`src/rtl/jesd_rx_sync_if.sv`:
```
`timescale 1ns/1ps
`default_nettype none
// ============================================================================
// Module : jesd_rx_sync_if
// Brief  : Per-lane 8b/10b receive bus (decoded octets plus status flags).
// Rev    : 1.0
// ============================================================================
interface jesd_rx_sync_if #(
    parameter int NLANE = 4
);
    logic [NLANE*32-1:0] lane_data;
    logic [NLANE*4-1:0]  lane_charisk;
    logic [NLANE*4-1:0]  lane_disperr;
    logic [NLANE*4-1:0]  lane_notintable;

    modport master (output lane_data, lane_charisk, lane_disperr, lane_notintable);
    modport slave  (input  lane_data, lane_charisk, lane_disperr, lane_notintable);
endinterface
`default_nettype wire

```
`src/rtl/jesd_rx_sync.sv`:
```
`timescale 1ns/1ps
`default_nettype none
// ============================================================================
// Module : jesd_rx_sync
// Brief  : JESD204B RX per-lane code-group sync and SYNC~ release/re-assert.
// Rev    : 1.0
// ============================================================================
module jesd_rx_sync #(
    parameter int NLANE      = 4,
    parameter int K_CNT      = 4,
    parameter int ERR_THRESH = 8
) (
    input  logic                clk,
    input  logic                rst_n,
    input  logic                enable,
    jesd_rx_sync_if.slave       lane,
    input  logic                lmfc_pulse,
    input  logic                err_clr,
    output logic                sync_n,
    output logic [NLANE-1:0]    cgs_done,
    output logic                link_up,
    output logic [NLANE*8-1:0]  err_cnt,
    output logic [15:0]         resync_cnt
);

    localparam logic [1:0] c_CGS_INIT  = 2'd0;
    localparam logic [1:0] c_CGS_CHECK = 2'd1;
    localparam logic [1:0] c_CGS_DATA  = 2'd2;

    // RELEASED is the only state with bit 1 set, so SYNC~ comes straight off a flop
    localparam logic [1:0] c_SYNC_ASSERT   = 2'b00;
    localparam logic [1:0] c_SYNC_WAIT     = 2'b01;
    localparam logic [1:0] c_SYNC_RELEASED = 2'b10;

    localparam logic [3:0] c_K_CNT      = 4'(K_CNT);
    localparam logic [7:0] c_ERR_THRESH = 8'(ERR_THRESH);

    logic [NLANE-1:0] w_lane_done;
    logic [NLANE-1:0] w_lane_init;
    logic [NLANE-1:0] w_lane_data_nxt;

    logic [1:0]  r_sync_st;
    logic [1:0]  w_sync_nxt;
    logic        r_link_up;
    logic [15:0] r_resync;
    logic        w_all_done;
    logic        w_any_init;

    generate
        for (genvar gi = 0; gi < NLANE; gi++) begin : g_lane
            logic [31:0] w_octets;
            logic [3:0]  w_k;
            logic [3:0]  w_de;
            logic [3:0]  w_ni;
            logic        w_err;
            logic        w_allk;
            logic [1:0]  r_st;
            logic [1:0]  w_st_nxt;
            logic [3:0]  r_kcnt;
            logic [3:0]  w_kcnt_nxt;
            logic [7:0]  r_win;
            logic [7:0]  w_win_nxt;
            logic [7:0]  r_errc;
            logic        w_done;
            logic        w_init;
            logic        w_data_nxt;

            assign w_octets = lane.lane_data[32*gi +: 32];
            assign w_k      = lane.lane_charisk[4*gi +: 4];
            assign w_de     = lane.lane_disperr[4*gi +: 4];
            assign w_ni     = lane.lane_notintable[4*gi +: 4];
            assign w_err    = |{w_de, w_ni};
            assign w_allk   = (w_k == 4'hF) && (w_octets == 32'hBCBC_BCBC) && !w_err;

            always_ff @(posedge clk or negedge rst_n) begin
                if (!rst_n) begin
                    r_st   <= c_CGS_INIT;
                    r_kcnt <= 4'd0;
                    r_win  <= 8'd0;
                end else begin
                    r_st   <= w_st_nxt;
                    r_kcnt <= w_kcnt_nxt;
                    r_win  <= w_win_nxt;
                end
            end

            always_comb begin
                w_st_nxt   = r_st;
                w_kcnt_nxt = r_kcnt;
                w_win_nxt  = r_win;
                if (!enable) begin
                    w_st_nxt   = c_CGS_INIT;
                    w_kcnt_nxt = 4'd0;
                    w_win_nxt  = 8'd0;
                end else begin
                    case (r_st)
                        c_CGS_INIT: begin
                            if (!w_allk) begin
                                w_kcnt_nxt = 4'd0;
                            end else if (r_kcnt + 4'd1 == c_K_CNT) begin
                                w_st_nxt   = c_CGS_CHECK;
                                w_kcnt_nxt = 4'd0;
                            end else begin
                                w_kcnt_nxt = r_kcnt + 4'd1;
                            end
                        end
                        c_CGS_CHECK: begin
                            w_win_nxt = 8'd0;
                            if (w_err)
                                w_st_nxt = c_CGS_INIT;
                            else if (!w_allk && sync_n)
                                w_st_nxt = c_CGS_DATA;
                        end
                        c_CGS_DATA: begin
                            // an error coinciding with the LMFC clear opens the new window at 1
                            if (lmfc_pulse)
                                w_win_nxt = {7'd0, w_err};
                            else if (w_err)
                                w_win_nxt = r_win + 8'd1;
                            if (w_err && (w_win_nxt == c_ERR_THRESH)) begin
                                w_st_nxt  = c_CGS_INIT;
                                w_win_nxt = 8'd0;
                            end
                        end
                        default: w_st_nxt = c_CGS_INIT;
                    endcase
                end
            end

            always_comb begin
                w_done     = (r_st != c_CGS_INIT);
                w_init     = (r_st == c_CGS_INIT);
                w_data_nxt = (w_st_nxt == c_CGS_DATA);
            end

            assign w_lane_done[gi]     = w_done;
            assign w_lane_init[gi]     = w_init;
            assign w_lane_data_nxt[gi] = w_data_nxt;

            always_ff @(posedge clk or negedge rst_n) begin
                if (!rst_n)
                    r_errc <= 8'd0;
                else if (err_clr)
                    r_errc <= 8'd0;
                else if (enable && w_err && (r_errc != 8'hFF))
                    r_errc <= r_errc + 8'd1;
            end

            assign err_cnt[8*gi +: 8] = r_errc;
        end
    endgenerate

    assign cgs_done   = w_lane_done;
    assign w_all_done = &w_lane_done;
    assign w_any_init = |w_lane_init;

    always_ff @(posedge clk or negedge rst_n) begin
        if (!rst_n) begin
            r_sync_st <= c_SYNC_ASSERT;
            r_link_up <= 1'b0;
            r_resync  <= 16'd0;
        end else begin
            r_sync_st <= w_sync_nxt;
            // once up, link_up holds until SYNC~ itself drops
            r_link_up <= (w_sync_nxt == c_SYNC_RELEASED) && (r_link_up || (&w_lane_data_nxt));
            if ((r_sync_st == c_SYNC_RELEASED) && (w_sync_nxt == c_SYNC_ASSERT) &&
                (r_resync != 16'hFFFF))
                r_resync <= r_resync + 16'd1;
        end
    end

    always_comb begin
        w_sync_nxt = r_sync_st;
        case (r_sync_st)
            c_SYNC_ASSERT: begin
                if (w_all_done && enable)
                    w_sync_nxt = c_SYNC_WAIT;
            end
            c_SYNC_WAIT: begin
                if (w_any_init || !enable)
                    w_sync_nxt = c_SYNC_ASSERT;
                else if (lmfc_pulse && w_all_done)
                    w_sync_nxt = c_SYNC_RELEASED;
            end
            c_SYNC_RELEASED: begin
                if (w_any_init || !enable)
                    w_sync_nxt = c_SYNC_ASSERT;
            end
            default: w_sync_nxt = c_SYNC_ASSERT;
        endcase
    end

    always_comb begin
        sync_n     = r_sync_st[1];
        link_up    = r_link_up;
        resync_cnt = r_resync;
    end

endmodule
`default_nettype wire

```
`src/flat_wrapper.sv`:
```
// flat-port wrapper written by rule: the top's interface ports become plain ports
module jesd_rx_sync_flat 
#(
    parameter int NLANE      = 4,
    parameter int K_CNT      = 4,
    parameter int ERR_THRESH = 8
)
  (clk, rst_n, enable, lmfc_pulse, err_clr, sync_n, cgs_done, link_up, err_cnt, resync_cnt, lane_lane_data, lane_lane_charisk, lane_lane_disperr, lane_lane_notintable);
  jesd_rx_sync_if #(.NLANE(NLANE)) lane_i ();
  input  logic clk;
  input  logic rst_n;
  input  logic enable;
  input  logic lmfc_pulse;
  input  logic err_clr;
  output logic sync_n;
  output logic [NLANE-1:0] cgs_done;
  output logic link_up;
  output logic [NLANE*8-1:0] err_cnt;
  output logic [15:0] resync_cnt;
  input wire logic [$bits(lane_i.lane_data)-1:0] lane_lane_data;
  input wire logic [$bits(lane_i.lane_charisk)-1:0] lane_lane_charisk;
  input wire logic [$bits(lane_i.lane_disperr)-1:0] lane_lane_disperr;
  input wire logic [$bits(lane_i.lane_notintable)-1:0] lane_lane_notintable;
  assign lane_i.lane_data = lane_lane_data;
  assign lane_i.lane_charisk = lane_lane_charisk;
  assign lane_i.lane_disperr = lane_lane_disperr;
  assign lane_i.lane_notintable = lane_lane_notintable;
  jesd_rx_sync #(.NLANE(NLANE), .K_CNT(K_CNT), .ERR_THRESH(ERR_THRESH)) u_core (.clk(clk), .rst_n(rst_n), .enable(enable), .lane(lane_i), .lmfc_pulse(lmfc_pulse), .err_clr(err_clr), .sync_n(sync_n), .cgs_done(cgs_done), .link_up(link_up), .err_cnt(err_cnt), .resync_cnt(resync_cnt));
endmodule
```
`config.mk`:
```
export PLATFORM = sky130hd
export DESIGN_NAME = jesd_rx_sync_flat
export DESIGN_NICKNAME = d
export VERILOG_FILES = /design/src/rtl/jesd_rx_sync_if.sv /design/src/rtl/jesd_rx_sync.sv /design/src/flat_wrapper.sv
export SDC_FILE = /design/constraint.sdc
export NUM_CORES = 1
export LEC_CHECK = 0
export CAP_MARGIN = 20
export CORE_MARGIN = 5
export CORE_UTILIZATION = 50
export DETAILED_ROUTE_END_ITERATION = 6
export PLACE_DENSITY = 0.87
export REMOVE_ABC_BUFFERS = 1
export SETUP_SLACK_MARGIN = 0.3
export SLEW_MARGIN = 20
export SYNTH_ARGS = -nofsm -noshare
export SYNTH_HDL_FRONTEND = slang
export SYNTH_SLANG_ARGS = --single-unit
```
`constraint.sdc`:
```
create_clock -name clk -period 5.6 [get_ports clk]
set_input_delay 1.12 -clock clk [delete_from_list [all_inputs] [get_ports clk]]
set_output_delay 1.12 -clock clk [all_outputs]
set_load 0.05 [all_outputs]
```
# Yosys cells after proc, flatten, opt, wreduce, memory -nomap -nowiden
# Index checks and enable logic that the tools add are counted.
[totals]
register_bits = 107
in_bits = 181
out_inout_bits = 54
wordCells = 222
[classes]
n_addsub = 13
n_eq_ne = 44
n_mux = 85
n_reduce_logical = 61
[op_table]
columns = ["cell", "count"]
rows = [
  ["$mux W8", 32],
  ["$eq A32 B32 Y1 const B", 4],
  ["$add A8 B1 Y8 const B", 8],
  ["$mux W4", 16],
  ["$pmux W8 S2", 4],
  ["$mux W2", 28],
  ["$eq A8 B4 Y1 const B", 4],
  ["$ne A8 B8 Y1 const B", 4],
  ["$reduce_or A8 Y1", 4],
  ["$pmux W2 S3", 5],
  ["$logic_and A1 B1 Y1", 29],
  ["$eq A2 B2 Y1 const B", 10],
  ["$add A16 B1 Y16 const B", 1],
  ["$add A4 B1 Y4 const B", 4],
  ["$eq A4 B3 Y1 const B", 4],
  ["$eq A4 B4 Y1 const B", 4],
  ["$ne A16 B16 Y1 const B", 1],
  ["$reduce_bool A2 Y1", 8],
  ["$logic_not A2 Y1", 6],
  ["$ne A3 B1 Y1 const B", 4],
  ["$eq A2 B1 Y1 const B", 5],
  ["$logic_not A1 Y1", 9],
  ["$ne A2 B1 Y1 const B", 4],
  ["$reduce_and A4 Y1", 2],
  ["other kinds (2)", 3],
]

# Depth between registers and ports, before layout
[depth]
ltp_word = 14
mapped_depth = 9
mapped_depth_nobuf = 8

# Worst setup path before layout
# OpenSTA, ideal clock, no wires.
[synth_timing]
kind = "input-to-reg"
start = "input lane_lane_notintable[5]"
end = "register u_core.g_lane[1].r_win[2]"
setup_ns = 0.074
t_arrival_ns = 2.999
required_time_ns = 5.526
setup_slack_ns = 2.527
path_stages = 8
path_buffers = 1
cell_sequence = "or4_1 nor2_1 a2111oi_0 and4bb_1 or4_4 buf_6 or3_1 o21ai_2"
[synth_between]
elab_chain_cells = 10
[synth_lines]
columns = ["element", "line_no", "source"]
rows = [
  ["start, declared", "flat_wrapper.sv:23", "input wire logic [$bits(lane_i.lane_notintable)-1:0] lane_lane_notintable;"],
  ["$reduce_or A8 Y1 (*)", "jesd_rx_sync.sv:72", "assign w_err = |{w_de, w_ni};"],
  ["$mux W8", "jesd_rx_sync.sv:118", "else if (w_err)"],
  ["$mux W8", "jesd_rx_sync.sv:116", "if (lmfc_pulse)"],
  ["$mux W8", "jesd_rx_sync.sv:96", "case (r_st)"],
  ["$mux W8", "jesd_rx_sync.sv:91", "if (!enable) begin"],
  ["$eq A8 B4 Y1", "jesd_rx_sync.sv:120", "if (w_err && (w_win_nxt == c_ERR_THRESH)) begin"],
  ["$logic_and A1 B1 Y1", "jesd_rx_sync.sv:120", ""],
  ["$mux W8 (*)", "jesd_rx_sync.sv:120", ""],
  ["$pmux W8 S2 (*)", "jesd_rx_sync.sv:96", ""],
  ["$mux W8 (*)", "jesd_rx_sync.sv:91", ""],
  ["end signal, assigned", "jesd_rx_sync.sv:83", "r_win <= w_win_nxt;"],
  ["end, declared", "jesd_rx_sync.sv:61", "logic [7:0] r_win;"],
]
# Mark *: on every way between the ends. The rest lies on a longest branch, timed or not. The select of a mux whose other input is x is not followed.
# A chain may end at the register's enable or synchronous reset.

# Final worst setup path
[layout_timing]
start = "input lane_lane_disperr[13]"
end = "register u_core.r_link_up (netlist: u_core.link_up)"
[layout_between]
elab_chain_cells = 14
word_cells_on_any_way = 21
classes_between = "eq/ne (2); mux (10); reduce/logical (9)"
[layout_lines]
columns = ["element", "line_no", "source"]
rows = [
  ["start, declared", "flat_wrapper.sv:22", "input wire logic [$bits(lane_i.lane_disperr)-1:0] lane_lane_disperr;"],
  ["$reduce_or A8 Y1 (*)", "jesd_rx_sync.sv:72", ""],
  ["$mux W8", "jesd_rx_sync.sv:118", ""],
  ["$mux W8", "jesd_rx_sync.sv:116", ""],
  ["$mux W8", "jesd_rx_sync.sv:96", ""],
  ["$mux W8", "jesd_rx_sync.sv:91", ""],
  ["$eq A8 B4 Y1", "jesd_rx_sync.sv:120", ""],
  ["$logic_and A1 B1 Y1", "jesd_rx_sync.sv:120", ""],
  ["$mux W2", "jesd_rx_sync.sv:120", ""],
  ["$pmux W2 S3 (*)", "jesd_rx_sync.sv:96", ""],
  ["$mux W2 (*)", "jesd_rx_sync.sv:91", ""],
  ["$eq A2 B2 Y1 (*)", "jesd_rx_sync.sv:133", "w_data_nxt = (w_st_nxt == c_CGS_DATA);"],
  ["$reduce_and A4 Y1 (*)", "jesd_rx_sync.sv:165", "r_link_up <= (w_sync_nxt == c_SYNC_RELEASED) && (r_link_up || (&w_lane_data_nxt));"],
  ["$logic_or A1 B1 Y1 (*)", "jesd_rx_sync.sv:165", ""],
  ["$logic_and A1 B1 Y1 (*)", "jesd_rx_sync.sv:165", ""],
  ["end signal, assigned", "jesd_rx_sync.sv:165", ""],
  ["end, declared", "jesd_rx_sync.sv:44", "logic r_link_up;"],
]
# Marked as above.

==> impl_metrics.csv <==
group,metric,value,unit
final_layout,seqCellArea,0.002678,mm^2
timing,timing.slew.headroom,0.4634,
final_layout,fin_nets,1188,
timing,setup_viol,0,
grt,overflow,0,
timing,max_slew.worst_pin.slew,792.4,ps
detailed_routing,wire_per_inst,16.74,um
clock_tree,cts_tree,"yes",
detailed_routing,antenna_left,0,
critical_path,r2r-start,"u_core.resync_cnt[7]",
detailed_routing,drt_iter0_markers,570,
clock_tree,root_buffer,"clkbuf_16",
critical_path,critPathRequiredTime,5840,ps
critical_path,critical_path_class,"input port to flop",
pwr,power_frac_clock,0.397,
min_path,hp-class,"flop to flop",
critical_path,startpoint,"lane_lane_disperr[13]",
die,coreArea,0.01330,mm^2
yosys,synth.distinct_cells,71,
yosys,synthCells,772,
yosys,synth_ff_type,"dfrtp_1",
clock_tree,clk_latency,350,ps
final_layout,nFillCells,1006,
critical_path,crit_arrival,3730,ps
placement,gp_congestion,0.9460,
critical_path,cp-end-kind,"flop",
final_layout,area_delta_synth_final,40.32,%
clock_tree,post_cts_buffers,0,
final_layout,final_cells,1170,
detailed_routing,drt_wl_total,19.58,mm
placement,dp.cells,1155,
pwr,sw_frac_of_total,0.2240,
yosys,netlist_area,0.006827,mm^2
grt,antenna_found_initial,0,
grt,grt_pass1_vias,6710,
min_path,worstHoldStart,"u_core.r_sync_st[0]",
critical_path,cp_max_fo,6,
clock_tree,clock_path_buffers,2,
grt,grt_max_degree,81,
clock_tree,ctsResizeCount,0,
pwr,p_int,1310,uW
placement,dpl_cell_area,0.009271,mm^2
die,die-area,0.01609,mm^2
timing,final.setup.tns,0,ps
yosys,synth.ff_latch_count,107,
status,status,"complete, no violations",
final_layout,n_antenna_cell,0,
die,die_x,126.8,um
grt,grt_pass1_wl,32.29,mm
yosys,synth_top_area_share,0.3922,
pwr,ir_worst_vdd,0.1617,mV
yosys,avgSynthCellArea,8.843,um^2
clock_tree,ctsHoldBuffers,0,
clock_tree,cts_buffers,9,
timing,fin_skew,7.434,ps
timing,hold_viol,0,
pwr,pwr-share-comb,0.138,
pwr,seq_power_share,0.465,
yosys,synth_edf_count,0,
die,initial_core_util,0.5135,
timing,post-route-min-period,3494,ps
die,fp-row-count,42,
timing,report.final.slew_viol_count,0,
critical_path,cp-start-kind,"input port",
yosys,synth.largest_area_cell,"dfrtp_1",
clock_tree,h-tree-depth,3,
pwr,p_leak,0.003868,uW
job,drv_cap,0,
detailed_routing,vias,6742,
final_layout,multi_input_area,0.003929,mm^2
die,num_io_pins,235,
timing,rsz0062_at_grt,"false",
timing,period_share,0.6239,
placement,hpwl,14.94,mm
yosys,yosysWarnings,0,
pwr,switching_power,378.2,uW
clock_tree,clk_pin_slew_worst_paths,70,ps
yosys,synthTopCellsByArea,"dfrtp_1 (39%), nand2_1 (5.4%), nor2_1 (4.2%)",
final_layout,drive_gt1_frac,0.03722,
detailed_routing,drc,0,
detailed_routing,routed_via_density,5.762,
detailed_routing,drt_pass1_iterations,5,
final_layout,fin_area,0.009579,mm^2
placement,io_buffers,234,
clock_tree,clock-sinks,107,
timing,fmax,286.2,MHz
pwr,powerDensity,176.2,mW/mm^2
grt,grt_usage,0.2416,
die,die_height,126.8,um
yosys,ys_seq_area_frac,0.3922,
yosys,async_reset_ff_frac,1.000,
## routing by layer
layer,track usage,wire (um),vias up,share of wire
met5,0,0,-,0
met4,0.07382,342,0,0.017
met3,0.05633,1523,32,0.078
met2,0.3991,9423,274,0.48
met1,0.3170,8295,3178,0.42
li1,-,-,3258,-
## state kept, by name, indices dropped and copies added (netlist names)
signal / flops
u_core.link_up: 1
u_core.r_sync_st: 2
u_core.g_lane.r_st: 8
u_core.g_lane.r_kcnt: 16
u_core.g_lane.r_win: 32
u_core.resync_cnt: 16
u_core.g_lane.r_errc: 32
## kinds of logic after synthesis
logic type | Yosys count | synth area share
AOI/OAI and AO/OA | 135 | 0.1408
xor gates and xnor gates | 59 | 0.07570
adders and majority gates | 17 | 0.03116
buffers and inverters | 52 | 0.03226
DFF | 107 | 0.3922
muxes | 11 | 0.01668
and+or+nand+nor | 391 | 0.3112
## final cells by class
cell class	instances	share of cell area
Multi-Input combinational cell	613	0.4101
Sequential cell	107	0.2795
Timing Repair Buffer	237	0.2465
Clock buffer	11	0.02429
Tap cell	176	0.02299
Inverter	22	0.008621
Clock inverter	4	0.007968
## metrics by stage
stage | worst slack (ps) | hold slack, ps | utilization | total power (uW)
floorplan | 2598 | 442.4 | - | 857.3
global placement | 1853 | 466.2 | 0.6973 | 1030
detailed placement | 1804 | 474.7 | 0.6973 | 1034
CTS | 2148 | 483.3 | 0.7206 | 1702
global route | 1849 | 528.9 | 0.7205 | 1748
finish | 2106 | 485.3 | 0.7205 | 1688
## cells in the final DEF, fill, tap and decap left out, drive strengths merged, types with 7 or more instances in the layout
cell type      count
o21ai             29
xnor2             26
nand2             98
and2              12
nor2              77
nor4              17
inv               21
nand2b             7
nor3              19
or2                8
nand4b            10
ha                17
nor2b             15
clkdlybuf4s50    232
a31oi              9
nand4bb            7
clkbuf            11
a21oi             15
a22o               8
nand3             43
and3               8
mux2i              8
dfrtp            107
nand4             31
a21o              10
a211oi             8
xor2              33
## critical path: stages
cell and delay (ps):
clkdlybuf4s50_1 400, nor4_1 670, nand2_1 390, nand3_1 200
a21oi_1 60, a31oi_1 380, a31oi_1 140, o41ai_1 380
## power groups by stage
| stage | clock [uW] | sequential (uW) | combinational, uW |
|---|---|---|---|
| 3_5_place_dp | 0 | 800 | 234 |
| 4_1_cts | 682 | 786 | 235 |
| 6_report | 670 | 786 | 232 |
| 2_1_floorplan | 0 | 820 | 37.5 |
| 5_1_grt | 711 | 787 | 250 |
| 3_3_place_gp | 0 | 800 | 230 |
## cell usage after synthesis, types with 7 or more instances
master and n:
o21ai_0 25, nand3_1 43, ha_1 17, clkbuf_1 22, a21oi_1 15, a21o_1 10
nor2_1 77, nor2b_1 15, xnor2_1 26, nor4_1 15, dfrtp_1 107, nand2_1 98
a22o_1 8, nand2b_1 7, and3_1 8, nand4bb_1 7, a211oi_1 7, nand4_1 31
mux2i_1 8, and2_1 12, nand4b_1 10, nor3_1 19, a31oi_1 9, inv_1 21
or2_2 7, xor2_1 33
## path summary, 6_finish.rpt
check | slack [ps] | cells past startpoint | end
max in group asynchronous | 3930 | 2 | u_core.g_lane[2].r_win[0]
worst min-delay path | 490 | 1 | u_core.r_sync_st[0]
min in group asynchronous | 810 | 1 | u_core.g_lane[0].r_kcnt[3]
worst max-delay path | 2110 | 8 | u_core.link_up
worst min register to register | 490 | 1 | u_core.r_sync_st[0]
worst max register to register | 3170 | 7 | u_core.resync_cnt[13]
No activity file was read; power rests on OpenSTA's default activity.
